<file path="src/rtl/ex_div.sv">
// rtl/ex_div.sv - iterative radix-2 restoring divider for the EX stage (optional DIV_ZERO_FAST_EN)
module ex_div #(
    parameter int WIDTH = 32,
    parameter int CNT_W = 6
) (
    input  logic               clk,
    input  logic               rst,
    input  logic               div_start_i,
    input  logic               signed_div_i,
    input  logic [WIDTH-1:0]   opdata1_i,
    input  logic [WIDTH-1:0]   opdata2_i,
    input  logic               cancel_i,
    output logic [2*WIDTH-1:0] result_o,
    output logic               ready_o,
    output logic               stallreq_for_ex
);

    typedef enum logic [1:0] {
        S_IDLE = 2'd0,
        S_ON   = 2'd1,
        S_END  = 2'd2
    } state_t;

    localparam logic [WIDTH-1:0] ONE_W  = {{(WIDTH-1){1'b0}}, 1'b1};
    localparam logic [CNT_W-1:0] ONE_C  = {{(CNT_W-1){1'b0}}, 1'b1};
    localparam logic [CNT_W-1:0] LAST_C = CNT_W'(WIDTH - 1);

    state_t             state;
    state_t             state_nxt;
    logic [CNT_W-1:0]   cnt;
    logic [WIDTH-1:0]   quo;
    logic [WIDTH-1:0]   rem;
    logic [WIDTH-1:0]   dvs;
    logic               neg_q;
    logic               neg_r;

    logic               sign1;
    logic               sign2;
    logic [WIDTH-1:0]   abs1;
    logic [WIDTH-1:0]   abs2;
    logic [WIDTH:0]     upper;
    logic [WIDTH:0]     diff;
    logic [WIDTH-1:0]   quo_fix;
    logic [WIDTH-1:0]   rem_fix;
    logic               cnt_last;
    logic               div_zero;
    logic               start_ok;

`ifdef DIV_ZERO_FAST_EN
    assign div_zero = (opdata2_i == '0);
`else
    assign div_zero = 1'b0;
`endif

    // Operand magnitudes: the core always divides unsigned values, signs are re-applied in END.
    assign sign1 = signed_div_i & opdata1_i[WIDTH-1];
    assign sign2 = signed_div_i & opdata2_i[WIDTH-1];
    assign abs1  = sign1 ? (~opdata1_i + ONE_W) : opdata1_i;
    assign abs2  = sign2 ? (~opdata2_i + ONE_W) : opdata2_i;

    // Trial subtraction on the upper WIDTH+1 bits of the left-shifted {rem, quo}.
    assign upper    = {rem, quo[WIDTH-1]};
    assign diff     = upper - {1'b0, dvs};
    assign cnt_last = (cnt == LAST_C);
    assign start_ok = div_start_i & ~cancel_i;

    // Sign correction, two's complement modulo 2^WIDTH.
    assign quo_fix = neg_q ? (~quo + ONE_W) : quo;
    assign rem_fix = neg_r ? (~rem + ONE_W) : rem;

    // Stall is also masked by reset so the pipeline is released as soon as reset is applied.
    assign stallreq_for_ex = rst & div_start_i & ~ready_o & ~cancel_i;

    // State register.
    always_ff @(posedge clk or negedge rst) begin
        if (!rst) begin
            state <= S_IDLE;
        end else begin
            state <= state_nxt;
        end
    end

    // Next-state and result outputs; a flush in END suppresses the result.
    always_comb begin
        state_nxt = state;
        ready_o   = 1'b0;
        result_o  = '0;
        case (state)
            S_IDLE: begin
                if (start_ok) begin
                    state_nxt = div_zero ? S_END : S_ON;
                end
            end
            S_ON: begin
                if (cancel_i) begin
                    state_nxt = S_IDLE;
                end else if (cnt_last) begin
                    state_nxt = S_END;
                end
            end
            S_END: begin
                state_nxt = S_IDLE;
                if (!cancel_i) begin
                    ready_o  = 1'b1;
                    result_o = {rem_fix, quo_fix};
                end
            end
            default: begin
                state_nxt = S_IDLE;
            end
        endcase
    end

    // Datapath: operand latch in IDLE, one restoring iteration per cycle in ON.
    always_ff @(posedge clk or negedge rst) begin
        if (!rst) begin
            cnt   <= '0;
            quo   <= '0;
            rem   <= '0;
            dvs   <= '0;
            neg_q <= 1'b0;
            neg_r <= 1'b0;
        end else begin
            case (state)
                S_IDLE: begin
                    if (start_ok) begin
                        cnt <= '0;
                        if (div_zero) begin
                            // Fast divide-by-zero result is the raw dividend, no sign correction.
                            rem   <= opdata1_i;
                            quo   <= '1;
                            dvs   <= '0;
                            neg_q <= 1'b0;
                            neg_r <= 1'b0;
                        end else begin
                            rem   <= '0;
                            quo   <= abs1;
                            dvs   <= abs2;
                            neg_q <= sign1 ^ sign2;
                            neg_r <= sign1;
                        end
                    end
                end
                S_ON: begin
                    if (!cancel_i) begin
                        cnt <= cnt + ONE_C;
                        if (!diff[WIDTH]) begin
                            rem <= diff[WIDTH-1:0];
                            quo <= {quo[WIDTH-2:0], 1'b1};
                        end else begin
                            rem <= upper[WIDTH-1:0];
                            quo <= {quo[WIDTH-2:0], 1'b0};
                        end
                    end
                end
                default: begin
                end
            endcase
        end
    end

endmodule

</file>
<file path="config.mk">
export PLATFORM = sky130hd
export DESIGN_NAME = ex_div
export DESIGN_NICKNAME = d
export VERILOG_FILES = /design/src/rtl/ex_div.sv
export SDC_FILE = /design/constraint.sdc
export NUM_CORES = 1
export LEC_CHECK = 0
export BUFFER_PORTS_ARGS = -buffer_cell sky130_fd_sc_hd__buf_2
export CAP_MARGIN = 10
export CELL_PAD_IN_SITES_DETAIL_PLACEMENT = 0
export CELL_PAD_IN_SITES_GLOBAL_PLACEMENT = 1
export CORE_UTILIZATION = 39
export DETAILED_ROUTE_END_ITERATION = 16
export PLACE_DENSITY_LB_ADDON = 0.1
export RECOVER_POWER = 25
export SYNTH_ARGS = -nofsm -noshare
export SYNTH_HDL_FRONTEND = slang
export SYNTH_SLANG_ARGS = --single-unit
</file>
<file path="constraint.sdc">
create_clock -name clk -period 3 [get_ports clk]
set_input_delay 0.3 -clock clk [delete_from_list [all_inputs] [get_ports clk]]
set_output_delay 0.3 -clock clk [all_outputs]
set_load 0.005 [all_outputs]
</file>
Word-level counts from Yosys, hierarchy flattened

Index checks and enable logic that the tools add are counted.

Register bits: 106
Input bits: 69
Output and inout bits: 66
Logic and storage cells: 60

Add/subtract/negate cells: 6
Equal/unequal tests: 6
Multiplexer cells: 23
Bitwise logic cells: 13
Reductions and logical operators: 5

Operators with widths:

| operator                                                         | number |
|---|---|
| 32-bit 2-to-1 mux                                                | 9 |
| 32-bit by 1-bit adder with 32-bit output (second input constant) | 4 |
| 64-bit 2-to-1 mux                                                | 2 |
| 32-bit NOT                                                       | 4 |
| 32-bit case mux with 2 select lines                              | 2 |
| 33-bit by 32-bit subtractor with 33-bit output                   | 1 |
| 6-bit 2-to-1 mux                                                 | 2 |
| 6-bit case mux with 2 select lines                               | 1 |
| 6-bit by 1-bit adder with 6-bit output (second input constant)   | 1 |
| 1-bit AND                                                        | 6 |
| 6-bit by 5-bit == test with 1-bit output (second input constant) | 1 |
| 2-bit 2-to-1 mux                                                 | 3 |
| 2-bit != test (second input constant)                            | 2 |
| 2-bit case mux with 2 select lines                               | 1 |
| 2-bit AND reduction                                              | 2 |
| 1-bit 2-to-1 mux                                                 | 3 |
| 3-bit != test (second input constant)                            | 1 |
| 3-bit AND reduction                                              | 1 |
| 2-bit by 1-bit == test with 1-bit output (second input constant) | 1 |
| 2-bit == test (second input constant)                            | 1 |
| 2-bit logical NOT                                                | 1 |
| 1-bit NOT                                                        | 2 |
| 2-bit nonzero test                                               | 1 |
| 1-bit XOR                                                        | 1 |

Logic depth before layout (Yosys ltp)

Word-level depth: 5
Depth in mapped cells: 14
Gate-level depth less buffers: 12

Worst setup path after synthesis

Ideal clock, no wire load.

Path type: register to register
From: register rem[24]
To: register rem[23]
Library setup time: 0.133 ns
Data arrival time: 2.986 ns
Required time: 2.867 ns
Path slack: -0.120 ns
Stages on the path, launching flop included: 12
Path buffers: 3
Clock period less this slack: 3.120 ns
Path through: dfrtp_1 ha_1 clkbuf_1 nand4_1 or4_1 o211a_1 or4_1 nand3_1 buf_6 buf_2 a2bb2oi_1 o21ai_0

Cells in the longest elaborated chain, start to end: 4

RTL lines:

| element                                        | RTL line | text |
|---|---|---|
| start: declaration                             | 32       | `logic [WIDTH-1:0] rem;` |
| start signal: assignment                       | 130      | `rem <= opdata1_i;` |
| start signal: assignment                       | 148      | `rem <= diff[WIDTH-1:0];` |
| start signal: assignment                       | 151      | `rem <= upper[WIDTH-1:0];` |
| 33-bit by 32-bit subtractor with 33-bit output | 63       | `assign diff = upper - {1'b0, dvs};` |
| 32-bit 2-to-1 mux                              | 147      | `if (!diff[WIDTH]) begin` |
| 32-bit 2-to-1 mux                              | 145      | `if (!cancel_i) begin` |
| 32-bit case mux with 2 select lines            | 124      | `case (state)` |

No other way between the ends. The select of a mux whose other input is x is not followed.
A chain may end at the register's enable or synchronous reset.

Final worst setup path

From: register rem[8]
To: output port result_o[60]

Cells in the longest elaborated chain, start to end: 5

RTL lines:

| element                                  | RTL line | text |
|---|---|---|
| 32-bit NOT                               | 69       | `assign rem_fix = neg_r ? (~rem + ONE_W) : rem;` |
| 32-bit by 1-bit adder with 32-bit output | 69       |  |
| 32-bit 2-to-1 mux                        | 69       |  |
| 64-bit 2-to-1 mux                        | 103      | `if (!cancel_i) begin` |
| 64-bit 2-to-1 mux                        | 88       | `case (state)` |
| end: declaration                         | 13       | `output logic [2*WIDTH-1:0] result_o,` |

No other way between the ends.

==> summary.txt <==
Run status
  • Status: finished, violations left
  • Failing checks: capacitance limit, slew limit, setup timing

Routing
  • WL final: approximately 28000 um
  • DRT antenna net count: 0
  • First-pass DRT Iterations: 5
  • Vias per inst: roughly 5.3
  • Number of DRC markers in iteration 0: 503
  • WL/cell: 16.5 um
  • Via count: about 9.0k
  • # DRC: 0

Job
  • Max Cap Violations: 1

Synthesis
  • Area of the mapped netlist: 0.00896 mm^2
  • Synth Net Count: around 1.3k
  • Synth async-reset ratio: 100%
  • Post-Synth Adder-Cell Area: under 10%
  • Post-Synth XOR/XNOR Area: 14.3%
  • Largest family of logic cells by synthesized area: compound AO/OA/AOI/OAI gates
  • Top cells by area, synth: dfrtp_1 (30%), xor2_1 (9.2%), o21ai_0 (7.0%)
  • Synth area leader: dfrtp_1
  • Register bit total from synthesis: 106
  • Post-synthesis simple-gate area fraction: between 20 and 25%
  • Synth warn: 0
  • Synthesized instance count: around 1.1k
  • Share of the synthesized area in the top cell type: 29.6%
  • Synth Area in Compound Gates: between 20% and 30%
  • Register area share after synthesis: just under 30%
  • Ys flop type: dfrtp_1
  • Post-synth EDFFs: 0
  • Count of cell types in the netlist: 58
  • Syn avg cell area: approximately 8 um^2
  • Post-synthesis mux area share: between 3 and 4%

Global routing
  • Largest net degree at the start of global routing: 80
  • Overall global routing resource usage: between 20% and 30%
  • Initial antenna violation count: 0
  • Number of global-route vias before repair: around 8.6k
  • First-pass GRT wire length: ~45000 um
  • Gr ovfl total: 0

Timing
  • RSZ-0062 raised after global routing: yes
  • Max Slew Vio Count: 30
  • Slew headroom: -16.9%
  • Fmax: around 270 MHz
  • Least-Margin Pin Slew: 1750 ps
  • Setup WS post-layout: -655 ps
  • Final period util: 122%
  • Final hold vios: 0
  • Setup-failing EPs final: 26
  • Crit path time final: around 3700 ps
  • Clock skew: ~7.2 ps

Setup path
  • Critical path cell sequence: or3_4 > or4_4 > or3_4 > or3_4 > or3_4 > nand2b_4 > o21ai_2 > xor2_1 > nor2_1 > buf_2
  • Crit path DAT: about 3400 ps
  • Setup slack, reg-to-reg: -60 ps
  • Buf+Inv Stages, Crit Path: 1
  • Critical path's most frequent cell: or3_4
  • Setup CP Type: reg2out
  • Crit path required time: 2700 ps
  • Critical path's slowest cell: or4_4
  • CP Capture Type: output port
  • Worst Setup Start Kind: register
  • CP max stage delay: between 400 and 500 ps
  • Crit path max-delay family: simple AND/OR/NAND/NOR gates
  • CP max FO: 3

Clock tree
  • Clock Pin Slew Worst Setup and Hold Paths: ~80 ps
  • CTS tree: done
  • H-tree depth: 3
  • Clock Sinks: approximately 110
  • Total CTS buffers: 9
  • CTS root buffer: clkbuf_16
  • Worst skew pair latency: around 360 ps
  • Max Root-Sink Buffers: 2

Finish
  • Synth-to-Final Area Change: 34.0%
  • Fill cells: between 2k and 2.5k
  • Final instance area: 0.0120 mm^2
  • Most frequent cells in the layout: buf_2 (133), buf_4 (132), nand2_1 (131)
  • Diode count: 0
  • Final net count: between 1k and 1.5k
  • Commonest non-fill, non-tap cell in the layout: buf_2
  • Final core utilization: a little over half
  • Layout cells sized above 1: 28.4%

Floorplanning
  • Die W: around 150 um
  • Core Rows: 55
  • Initial Util: approximately two fifths
  • Core footprint: approximately 0.023 mm^2
  • Die area: ~0.024 mm^2
  • I/O pin count: ~140
  • Die Ht: 154 um

Place
  • Port Buffers: approximately 130
  • Global placement routability congestion: approximately 0.83
  • DP HPWL: slightly above 20000 um
  • Placed cell areas: about 0.011 mm^2

Power and ir drop
  • Lkg Pwr: around 5.5 nW
  • Peak supply drop: 0.461 mV
  • P per Cell Area: 927 mW/mm^2

Worst hold path
  • Hold WC Path Type: in2reg
[synthesized netlist by cell type, types with 9 or more instances]
cell	count
nand3_1	18
o31ai_1	27
o21ai_0	125
mux2i_1	28
clkbuf_1	47
nand2b_1	13
o21ai_1	11
xor2_1	94
a21o_1	12
inv_1	52
or3_1	19
nand2_1	135
a22oi_1	29
nor4_1	9
or4_1	11
xnor2_1	52
dfrtp_1	106
nand4_1	12
nor3_1	23
a21oi_1	57
o41ai_1	13
nor2_1	122
ha_1	37
[path summary, 6_finish.rpt]
path	start	endpoint	cells past startpoint
max	rem[8]	result_o[60]	10
min reg2reg	cnt[5]	state[1]	1
min	opdata2_i[1]	dvs[1]	3
max reg2reg	rem[20]	rem[0]	13
min in group asynchronous	rst	quo[17]	2
max in group asynchronous	rst	dvs[1]	3
[cell families after synthesis]
| kind of cell | count (synthesis) |
|---|---|
| buffers and inverters | 109 |
| adders and majority gates | 38 |
| and+or+nand+nor | 398 |
| xor gates and xnor gates | 146 |
| AOI/OAI and AO/OA | 321 |
| DFF | 106 |
| muxes | 28 |
[worst register-to-register path: stages, from the launching register on]
cell and delay, ps:
dfrtp_2 440, ha_4 310, a21oi_4 60, o21ai_2 180, nor3b_2 80, or4_4 430
o211a_1 270, buf_6 120, o211ai_1 290, nand3_4 140, buf_12 190, buf_12 140
mux2i_1 120, a22o_1 180
[layer usage]
layer  vias up  track usage (%)  share of wire (%)
met3        17             2.65                2.7
met4         0             5.05                1.1
li1       4523                -                  -
met1      4288             32.9                 48
met2       135             39.0                 48
met5         -                0                  0
[layout make-up]
type,count,area [um^2],area share [%]
inverters,52,195,1.63
clock inverters,6,88.8,0.740
flip-flops and latches,106,2660,22.1
well taps,285,357,2.97
clock buffers,10,229,1.91
repair buffers,287,1980,16.5
multi-input cells,931,6500,54.1
[metrics by stage]
stage | worst slack, ps | cells | hold slack (ps) | power (mW) | setup TNS [ps]
4_1_cts | -643 | 1664 | 214 | 10.7 | -9750
3_3_place_gp | -253 | 1634 | 265 | 8.44 | -4270
5_1_grt | -771 | 1677 | 212 | 12.0 | -13110
3_5_place_dp | -253 | 1634 | 270 | 8.44 | -7000
2_1_floorplan | -65.9 | 1146 | 4.41 | 6.25 | -133
6_report | -655 | 1677 | 218 | 11.1 | -7900
[registers in the layout (all words and copies together) (netlist names)]
name,cells
cnt,6
dvs,32
neg_q,1
neg_r,1
quo,32
rem,32
state,2
[timing repair]
| action | 4_1_cts | 5_1_grt |
|---|---|---|
| pin swaps | 30 | 34 |
| cloned | 3 | 0 |
| hold buffers | 1 | 0 |
| hold endpoints to repair | 27 | 0 |
| endpoints found under the setup margin | 57 | 62 |
| gates resized for setup | 70 | 56 |
| setup buffers | 10 | 15 |
[where the power goes]
part           internal [mW]  switching [mW]  leakage, nW
registers               1.82           0.489         1.36
logic                   3.74            3.76         4.00
clock network          0.735           0.585        0.149
(Power assumes the default switching activity.)
